$ cat src/rtl/fft_stage_seq.sv
// rtl/fft_stage_seq.sv - radix-2 FFT pass sequencer: stage stepping, butterfly issue, bank select
module fft_stage_seq #(
    parameter int N_LOG2  = 4,
    parameter int STAGE_W = 2
) (
    input  logic               clk,
    input  logic               rst_n,
    input  logic               start,
    input  logic               hold,
    input  logic               map_dv,
    output logic               map_start,
    output logic [STAGE_W-1:0] stage,
    output logic [N_LOG2-2:0]  bf_idx,
    output logic               bf_valid,
    output logic               bank_sel,
    output logic               busy,
    output logic               done
);

    typedef enum logic [2:0] {
        S_IDLE,
        S_LAUNCH,
        S_RUN,
        S_DRAIN,
        S_NEXT,
        S_DONE
    } state_t;

    localparam logic [STAGE_W-1:0] LAST_STAGE = STAGE_W'(N_LOG2 - 1);

    state_t              state_q, state_d;
    logic [STAGE_W-1:0]  stage_d;
    logic [N_LOG2-2:0]   bf_idx_d;
    logic                bf_valid_d;
    logic                bank_sel_d;
    logic                dv_seen_q, dv_seen_d;

    // Next-state and next-output decode; every output is registered from these values
    always_comb begin
        state_d    = state_q;
        stage_d    = stage;
        bf_idx_d   = bf_idx;
        bf_valid_d = 1'b0;
        bank_sel_d = bank_sel;
        dv_seen_d  = dv_seen_q;

        case (state_q)
            S_IDLE: begin
                if (start) begin
                    state_d    = S_LAUNCH;
                    stage_d    = '0;
                    bank_sel_d = 1'b0;
                end
            end
            S_LAUNCH: begin
                // index 0 is presented on entry to RUN
                state_d    = S_RUN;
                bf_idx_d   = '0;
                bf_valid_d = 1'b1;
            end
            S_RUN: begin
                // an early map_dv is remembered so DRAIN can leave after one cycle
                dv_seen_d = dv_seen_q | map_dv;
                if (!hold) begin
                    if (&bf_idx) begin
                        state_d = S_DRAIN;
                    end else begin
                        bf_idx_d   = bf_idx + 1'b1;
                        bf_valid_d = 1'b1;
                    end
                end
            end
            S_DRAIN: begin
                dv_seen_d = dv_seen_q | map_dv;
                if (map_dv || dv_seen_q) begin
                    state_d = S_NEXT;
                end
            end
            S_NEXT: begin
                if (stage == LAST_STAGE) begin
                    state_d = S_DONE;
                end else begin
                    state_d    = S_LAUNCH;
                    stage_d    = stage + 1'b1;
                    bank_sel_d = ~bank_sel;
                end
            end
            S_DONE: begin
                state_d    = S_IDLE;
                stage_d    = '0;
                bank_sel_d = 1'b0;
            end
            default: begin
                state_d = S_IDLE;
            end
        endcase

        // each stage starts with a fresh index and no remembered data-valid
        if (state_d == S_LAUNCH) begin
            bf_idx_d  = '0;
            dv_seen_d = 1'b0;
        end
    end

    // State and registered outputs; reset aborts any transform without a done pulse
    always_ff @(posedge clk or negedge rst_n) begin
        if (!rst_n) begin
            state_q   <= S_IDLE;
            stage     <= '0;
            bf_idx    <= '0;
            bf_valid  <= 1'b0;
            bank_sel  <= 1'b0;
            dv_seen_q <= 1'b0;
            map_start <= 1'b0;
            busy      <= 1'b0;
            done      <= 1'b0;
        end else begin
            state_q   <= state_d;
            stage     <= stage_d;
            bf_idx    <= bf_idx_d;
            bf_valid  <= bf_valid_d;
            bank_sel  <= bank_sel_d;
            dv_seen_q <= dv_seen_d;
            map_start <= (state_d == S_LAUNCH);
            busy      <= (state_d != S_IDLE);
            done      <= (state_d == S_DONE);
        end
    end

endmodule

$ cat config.mk
export PLATFORM = sky130hd
export DESIGN_NAME = fft_stage_seq
export DESIGN_NICKNAME = d
export VERILOG_FILES = /design/src/rtl/fft_stage_seq.sv
export SDC_FILE = /design/constraint.sdc
export NUM_CORES = 1
export LEC_CHECK = 0
export BUFFER_PORTS_ARGS = -buffer_cell sky130_fd_sc_hd__buf_4
export CAP_MARGIN = 0
export CORE_MARGIN = 2
export CORE_UTILIZATION = 30
export CTS_CLUSTER_DIAMETER = 30
export DETAILED_ROUTE_END_ITERATION = 7
export PLACE_DENSITY = 0.52
export SLEW_MARGIN = 20
export SYNTH_ARGS = -nofsm -noshare
export SYNTH_HDL_FRONTEND = slang
export SYNTH_SLANG_ARGS = --single-unit
$ cat constraint.sdc
create_clock -name clk -period 1.8 [get_ports clk]
set_input_delay 0.36 -clock clk [delete_from_list [all_inputs] [get_ports clk]]
set_output_delay 0.36 -clock clk [all_outputs]
set_load 0.005 [all_outputs]
== After elaboration in Yosys (flattened, before gate mapping) ==
Index checks and enable logic that the tools add are counted.
Cells by class
  add/subtract/negate cells: 2
  bitwise logic cells: 2
  equal/unequal tests: 12
  reductions and logical operators: 10
  multiplexer cells: 21
Operator list (number)
  $mux W3: 8
  $pmux W3 S5: 1
  $eq A3 B3 Y1 const B: 3
  $reduce_and A3 Y1: 3
  $reduce_bool A3 Y1: 3
  $eq A3 B1 Y1 const B: 2
  $eq A3 B2 Y1 const B: 2
  $mux W1: 6
  $ne A3 B3 Y1 const B: 2
  $pmux W2 S3: 1
  $pmux W3 S2: 1
  $mux W2: 2
  $ne A2 B2 Y1 const B: 2
  $add A3 B1 Y3 const B: 1
  $logic_not A3 Y1: 1
  $pmux W1 S3: 1
  $add A2 B1 Y2 const B: 1
  $eq A2 B2 Y1 const B: 1
  $pmux W1 S2: 1
  $reduce_bool A2 Y1: 1
  $reduce_or A2 Y1: 1
  $logic_or A1 B1 Y1: 1
  $not A1 Y1: 1
  $or A1 B1 Y1: 1
Word-level totals
  logic and storage cells: 56
  input port bits: 5
  output and inout port bits: 10
  flip-flop bits (word level): 14

== Longest topological paths before layout ==
Gate-level depths: netlist of run 1.
  depth after elaboration: 7
  mapped depth: 5
  mapped depth without buffers: 5

== Worst setup path before layout of run 1 ==
No wires, ideal clock.
  path kind: reg2reg
  start: register bf_idx[0]
  end: register bf_idx[0]
  library setup time: 0.073 ns
  data required time: 1.727 ns
  path slack: 0.119 ns
  period minus slack after synthesis: 1.681 ns
  arrival time: 1.608 ns
  buffers on the path: 0
  stages on the path, launching flop included: 6
  cells stage by stage: dfrtp_1 ha_1 ha_1 or3_4 or3_1 a21oi_2
Between the ends
  word-level cells in the longest chain between the ends: 7
  elaborated cells between the ends (all ways): 14
  classes of those cells: add/sub: 1; eq/ne: 3; mux: 7; reduce/logical: 3
Ends and longest elaborated chain
  from (decl): RTL line 13  | output logic [N_LOG2-2:0] bf_idx,
  from (signal assigned): RTL line 120  | bf_idx <= bf_idx_d;
  $reduce_and A3 Y1: RTL line 65  | if (&bf_idx) begin
  $mux W3: RTL line 65
  $mux W3: RTL line 64  | if (!hold) begin
  $pmux W3 S5: RTL line 47  | case (state_q)
  $eq A3 B1 Y1: RTL line 99  | if (state_d == S_LAUNCH) begin
  $ne A3 B3 Y1 (no line) / $reduce_bool A3 Y1 (equally long branches)
  $reduce_and A3 Y1 (no line)
Several ways; a longest one is shown, not always the timed one. The select of a mux whose other input is x is not followed.
A chain may end at the register's enable or synchronous reset.

== Final worst setup path of run 1 ==
Ends and elaborated chain as after synthesis.

==> metrics.md, run 1 <==
| Metric | Value |
|---|---|
| Post-Syn Area | around 680 µm² |
| Root Buffer | clkbuf_4 |
| CTS tree | yes |
| Slew Limit Fails | 0 |
| Worst Tran Pin Value | between 0.3 and 0.4 ns |
| Hold Path Cell Cnt | 3 |
| Largest fanout on the critical path | 5 |
| Peak VDD IR | roughly 0.66 mV |
| Peak Freq | around 0.6 GHz |
| Yosys top cell area share | 0.514 |
| Internal power | between 0.7 and 0.8 mW |
| Syn Nets | slightly below 70 |
| Setup Buffers After CTS | 0 |
| Complex-gate fraction of the synthesized area | 0.139 |
| Via count | about 500 |
| Antenna cells | 0 |
| TNS Setup | 0 ns |
| H-tree depth | 1 |
| Drt drc | 0 |
| WL final | roughly 1200 µm |
| Remaining antenna violation count after routing | 0 |
| P&R area growth vs syn | 22.9% |
| Post-Synth Simple-Gate Area | 0.191 |
| Synth Area per Inst | about 11 µm² |
| Initial antenna violation count | 0 |
| Clk_lat worst skew | between 0.2 and 0.3 ns |
| Synth top area cells | dfrtp_1, ha_1, mux2i_1, o211ai_1, a21oi_1 |
| Outcome | finished clean |
| Sequential share of the synthesized area | 0.514 |
| Register cell area after layout | ~350 µm² |
| CTS buffer count | 3 |
| Cells after synthesis | 60 |
| Core Area | around 2200 µm² |
| Worst hold path class | input port to register |
| Final setup margin | 0.105 ns |
| # fillers | approximately 230 |
| Logic pwr share | 0.402 |
| Sw Ratio | 0.361 |
| Initial DRC count | 6 |
| Place WS | 0.0655 ns |
| Cell taking the most area after synthesis | dfrtp_1 |
| Fin cells | roughly 100 |
| RePlAce Congestion | 0.792 |
| Req. time, crit path | ~2 ns |
| Synth Area in XOR/XNOR | 0 |
| Fraction of power consumed by the clock network | 0.140 |
| Synth unique cells | 31 |
| Area of the multi-input gates | ~310 µm² |
| GR Util All Layers | 0.114 |
| Initial Util | 0.314 |
| Largest net degree at the start of global routing | 15 |
| Routed vias/inst | between 4 and 5 |
| Seq pwr share | 0.458 |
| Io pins | 15 |
| Adder-Cell Fraction of Synth Area | 0.0550 |
| WL per Instance | ~12 µm |
| Max cap viols | 0 |
| Final Critical Period | 1.70 ns |
| WS Path Type | register to register |
| RSZ-0062 raised after global routing | no |
| Maximum buffer depth of the clock tree | 2 |
| Critical Path Source Type | register |
| P_leak | slightly below 0.4 nW |
| Total gr overflow | 0 |
| DP HPWL | just under 900 µm |
| PwrDens | around 1400 nW/µm² |
| CTS Sinks | 14 |
| Final period util | 0.942 |
| Die ar. | about 2700 µm² |
| Rel. slew slack | 0.782 |
| Yosys warnings | 0 |
| Row count | 17 |
| Die Height | ~52 µm |
| Drt first pass iters | 4 |
| R2R cell count | 5 |
| Clk_skew | 0.00200 ns |
| First-pass GRT wire length | 2170 µm |
| Multiplexer area fraction after synthesis | 0.0606 |
| Dpl cells | 98 |
| P_sw | 0.437 mW |
| Final setup violation count | 0 |
| Final nets | 84 |
| WP data arrival | ~1.9 ns |
| Critical Path End Type | register |
| Vias in the first global route | around 500 |
| Flops & latches, synth | 14 |
| Layout Utilization | 0.386 |
| Main combinational cell family by area after synthesis | simple AND/OR/NAND/NOR gates |
| IO buf count | 14 |
| Endpoints failing hold | 0 |
| Chip width | between 50 and 60 µm |
| Clk pin slew, worst setup/hold paths | 0.08 ns |
| Share of cells above drive strength 1 | 0.324 |
Yosys cell counts (all sizes together):
master	instances
a211oi	1
or3b	1
mux2	1
inv	1
nand2b	2
nand3	2
nor2b	2
dfrtp	14
o211ai	3
clkbuf	2
ha	3
nor3b	1
and2b	1
a21o	1
and2	1
a21oi	5
nor2	4
and3b	1
o32ai	1
nor3	2
or3	2
a221oi	1
or4	1
o21ai	1
mux2i	3
buf	2
nand2	1
timing repair:
| item | 4_1_cts | 5_1_grt |
|---|---|---|
| endpoints found under the setup margin | 0 | 1 |
| hold buffers | 1 | 0 |
| resized for setup | 0 | 2 |
| hold endpoints to repair | 14 | 0 |
registers in the layout (all words and copies together), names as in the netlist:
signal	flops
busy	1
done	1
stage	2
state_q	3
map_start	1
bf_valid	1
dv_seen_q	1
bank_sel	1
bf_idx	3
cells by family (layout without fill, tap and decap cells):
kind of cell	count (synthesis)	count (layout)
AOI/OAI and AO/OA	13	13
adders and majority gates	3	3
buffers and inverters	5	19
DFF	14	14
muxes	4	4
and+or+nand+nor	21	21
routing by layer:
metal | wire length (µm) | vias to the layer above | part of all wire | track usage
met5 | 0 | - | 0 | 0
li1 | - | 245 | - | -
met1 | 594 | 233 | 0.48 | 0.145
met2 | 528 | 13 | 0.43 | 0.154
met3 | 92 | 2 | 0.075 | 0.0661
met4 | 10 | 0 | 0.0082 | 0.0482
cells in the final DEF, fill, tap and decap left out, types with 2 or more instances in the layout:
master / synthesis / routed
or3_4: 1 / 2
ha_1: 3 / 2
buf_4: 0 / 14
nor3_1: 2 / 2
a21oi_1: 4 / 4
o211ai_1: 3 / 3
nor2b_1: 2 / 2
nor2_1: 4 / 4
nand3_1: 2 / 2
clkbuf_4: 0 / 3
dfrtp_1: 14 / 14
mux2i_1: 3 / 3
final timing paths:
check / start / slack, ns / to
worst min register to register: bank_sel / 0.47 / bank_sel
min in group asynchronous: rst_n / 0.46 / stage[0]
worst max register to register: bf_idx[0] / 0.10 / bf_idx[0]
worst min-delay path: map_dv / 0.34 / dv_seen_q
max in group asynchronous: rst_n / 1.17 / bf_idx[1]
worst max-delay path: bf_idx[0] / 0.10 / bf_idx[0]
stage by stage:
stage	power, mW	cell area (µm²)	hold slack [ns]
5_1_grt	1.32	838	0.335
4_1_cts	1.22	831	0.331
2_1_floorplan	0.882	682	0.0644
6_report	1.21	838	0.335
3_5_place_dp	1.04	798	0.221
3_3_place_gp	1.03	798	0.222
power groups by stage:
stage | Sequential, mW | Clock (mW) | Combinational (mW)
global route | 0.577 | 0.202 | 0.543
global placement | 0.557 | 0 | 0.473
detailed placement | 0.560 | 0 | 0.480
CTS | 0.554 | 0.182 | 0.483
finish | 0.555 | 0.169 | 0.486
floorplan | 0.501 | 0 | 0.381
critical path, cell delays in order (launching register included):
cell	delay (ns)
dfrtp_1	0.42
ha_2	0.20
ha_1	0.19
or3_4	0.36
or3_4	0.33
a21oi_2	0.13
layout make-up:
cell class | instances | share of cell area
flip-flops and latches | 14 | 0.418
multi-input cells | 41 | 0.372
repair buffers | 15 | 0.137
well taps | 28 | 0.0418
clock buffers | 3 | 0.0269
inverters | 1 | 0.00448
Power figures use the tool's default switching activity.
==> run 2: changes to the inputs <==
--- a/config.mk
+++ b/config.mk
@@ -11,7 +11,9 @@
 export CORE_UTILIZATION = 30
 export CTS_CLUSTER_DIAMETER = 30
 export DETAILED_ROUTE_END_ITERATION = 7
+export HOLD_SLACK_MARGIN = 0.03
 export PLACE_DENSITY = 0.52
+export SETUP_SLACK_MARGIN = 0.5
 export SLEW_MARGIN = 20
 export SYNTH_ARGS = -nofsm -noshare
 export SYNTH_HDL_FRONTEND = slang
==> run 2 against run 1 <==
Net effect: via count increased by 7.3%; wire length rose by 10%; first-iteration DRC count up 50%; clock power is 2% higher; critical endpoint unchanged; largest power group is now combinational logic; highest routed layer is now met3.
==> metrics.md, run 2 (synthesis results as in run 1) <==
| Metric | Value |
|---|---|
| Clk_lat worst skew | 0.27 ns (about the same) |
| Share of cells above drive strength 1 | 0.464 (+0.140) |
| Critical Path End Type | register |
| Rel. slew slack | 0.797 (+0.0153) |
| H-tree depth | 1 (unchanged) |
| Drt first pass iters | 2 (-2) |
| Worst Tran Pin Value | 0.304 ns (-0.0230 ns) |
| Req. time, crit path | 2.01 ns (about the same) |
| CTS buffer count | 3 (unchanged) |
| R2r endpoint | bf_idx[0] |
| P&R area growth vs syn | 40.7% |
| Initial antenna violation count | 0 (unchanged) |
| Antenna cells | 0 (unchanged) |
| Initial DRC count | 9 (+3) |
| Post-route cell area | 960 µm² (+14%) |
| Hold Path Cell Cnt | 3 (unchanged) |
| Die Height | 51.7 µm (unchanged) |
| Chip width | 51.7 µm (unchanged) |
| Core Area | 2170 µm² (unchanged) |
| Worst hold start | map_dv |
| Clk_skew | 0.00319 ns (+0.00119 ns) |
| WS Path Type | register to register |
| GR Util All Layers | 0.113 (-0.000277) |
| Routed vias/inst | 4.72 (-2.3%) |
| Final setup violation count | 0 (unchanged) |
| Setup slack, reg-to-reg | 0.19 ns (+0.09 ns) |
| Drt drc | 0 (unchanged) |
| Most frequent cells in the layout | buf_4, dfrtp_1, nor2_1, a21oi_1 |
| Root Buffer | clkbuf_4 |
| Met1 WL | 629 µm (+5.9%) |
| Place WS | 0.121 ns (+0.0556 ns) |
| Slew Limit Fails | 0 (unchanged) |
| WP data arrival | 1.82 ns (-0.08 ns) |
| RePlAce Congestion | 0.674 (-15%) |
| Total gr overflow | 0 (unchanged) |
| Reg2reg start | bf_idx[1] |
| IO buf count | 14 (unchanged) |
| Remaining antenna violation count after routing | 0 (unchanged) |
| WL final | 1350 µm (+10%) |
| Commonest non-fill, non-tap cell in the layout | buf_4 |
| Worst hold path class | input port to register |
| Final setup margin | 0.190 ns (+0.0856 ns) |
| Peak Freq | 0.621 GHz (+5.3%) |
| WHS Endpoint | dv_seen_q |
| Placed inst area | 821 µm² (+2.8%) |
| TNS Setup | 0 ns (unchanged) |
| Maximum buffer depth of the clock tree | 2 (unchanged) |
| Endpoints failing hold | 0 (unchanged) |
| Layout Utilization | 0.442 (+0.0559) |
| Die ar. | 2670 µm² (unchanged) |
| Largest regs | bf_idx: 3 flops, state_q: 3 flops, stage: 2 flops |
| Peak VDD IR | 0.566 mV (-14%) |
| Via count | 529 (+7.3%) |
| DR top layer | met3 |
| Outcome | finished clean |
| Final nets | 94 (+12%) |
| Max cap viols | 0 (unchanged) |
| Clk pin slew, worst setup/hold paths | 0.08 ns (about the same) |
| Initial Util | 0.314 (unchanged) |
| Io pins | 15 (unchanged) |
| WL per Instance | 12.1 µm (+0.51%) |
| CTS Sinks | 14 (unchanged) |
| Metal3 WL | 70 µm (-24%) |
| Metal2 WL | 654 µm (+24%) |
| Critical Path Source Type | register |
| Largest net degree at the start of global routing | 15 (unchanged) |
| R2R cell count | 5 (unchanged) |
| Final period util | 0.894 (-0.0475) |
| Vias in the first global route | 515 (+4.0%) |
| P_leak | 0.448 nW (+14%) |
| CTS tree | yes |
| RSZ-0062 raised after global routing | yes |
| First-pass GRT wire length | 2220 µm (+2.5%) |
| Largest fanout on the critical path | 5 (unchanged) |
| DP HPWL | 946 µm (+7.1%) |
| Row count | 17 (unchanged) |
| PwrDens | 1440 nW/µm² (-0.42%) |
| Final Critical Period | 1.61 ns (-0.0856 ns) |
==> run 2: power by group <==
part	total [mW]	internal (mW)	switching (mW)
clock network	0.173	0.0774	0.0952
logic	0.678	0.388	0.289
registers	0.530	0.431	0.0988
total	1.38	0.897	0.483
==> run 2: through the flow <==
step	hold WS, ns	cells	power [mW]
after floorplan	0.0644	60	0.888
after global placement	0.224	99	1.07
after detailed placement	0.222	99	1.06
after CTS	0.332	109	1.32
after global routing	0.341	112	1.50
final	0.344	112	1.38
==> run 2: timing repair <==
| item | CTS | global route |
|---|---|---|
| endpoints found under the setup margin | 7 | 11 |
| buffers inserted | 6 | 3 |
| resized for setup | 4 | 5 |
| hold buffers | 1 | 0 |
| cloned | 0 | 0 |
| pin swaps | 5 | 5 |
| endpoints found under the hold margin | 14 | 0 |
==> run 2: worst max-delay path by stage <==
stage,startpoint,to,slack (ns),cells after the start
after floorplan,bf_idx[1],bf_idx[0],0.16,5
after global placement,bf_idx[0],bf_idx[0],0.14,5
after detailed placement,bf_idx[1],bf_idx[0],0.12,5
after CTS,bf_idx[0],bf_idx[0],0.19,5
after global routing,bf_idx[1],bf_idx[0],0.14,5
final,bf_idx[1],bf_idx[0],0.19,5
==> run 2: metal layers <==
layer	vias to the layer above	global-route usage
li1	265	-
met1	253	0.150
met2	11	0.167
met3	0	0.0287
met4	0	0.0658
met5	-	0
==> run 2: area by class of cell <==
| class | count | area (µm²) |
|---|---|---|
| multi-input cells | 41 | 353 |
| flip-flops and latches | 14 | 352 |
| fillers | 226 | 1210 |
| inverters | 1 | 3.75 |
| repair buffers | 25 | 194 |
| well taps | 28 | 35.0 |
| clock buffers | 3 | 22.5 |
==> run 2: critical path, stage by stage (launching register included) <==
cell and delay (ns):
dfrtp_1 0.39, ha_2 0.20, ha_4 0.15, or3_4 0.35
or3_4 0.34, a21oi_2 0.11
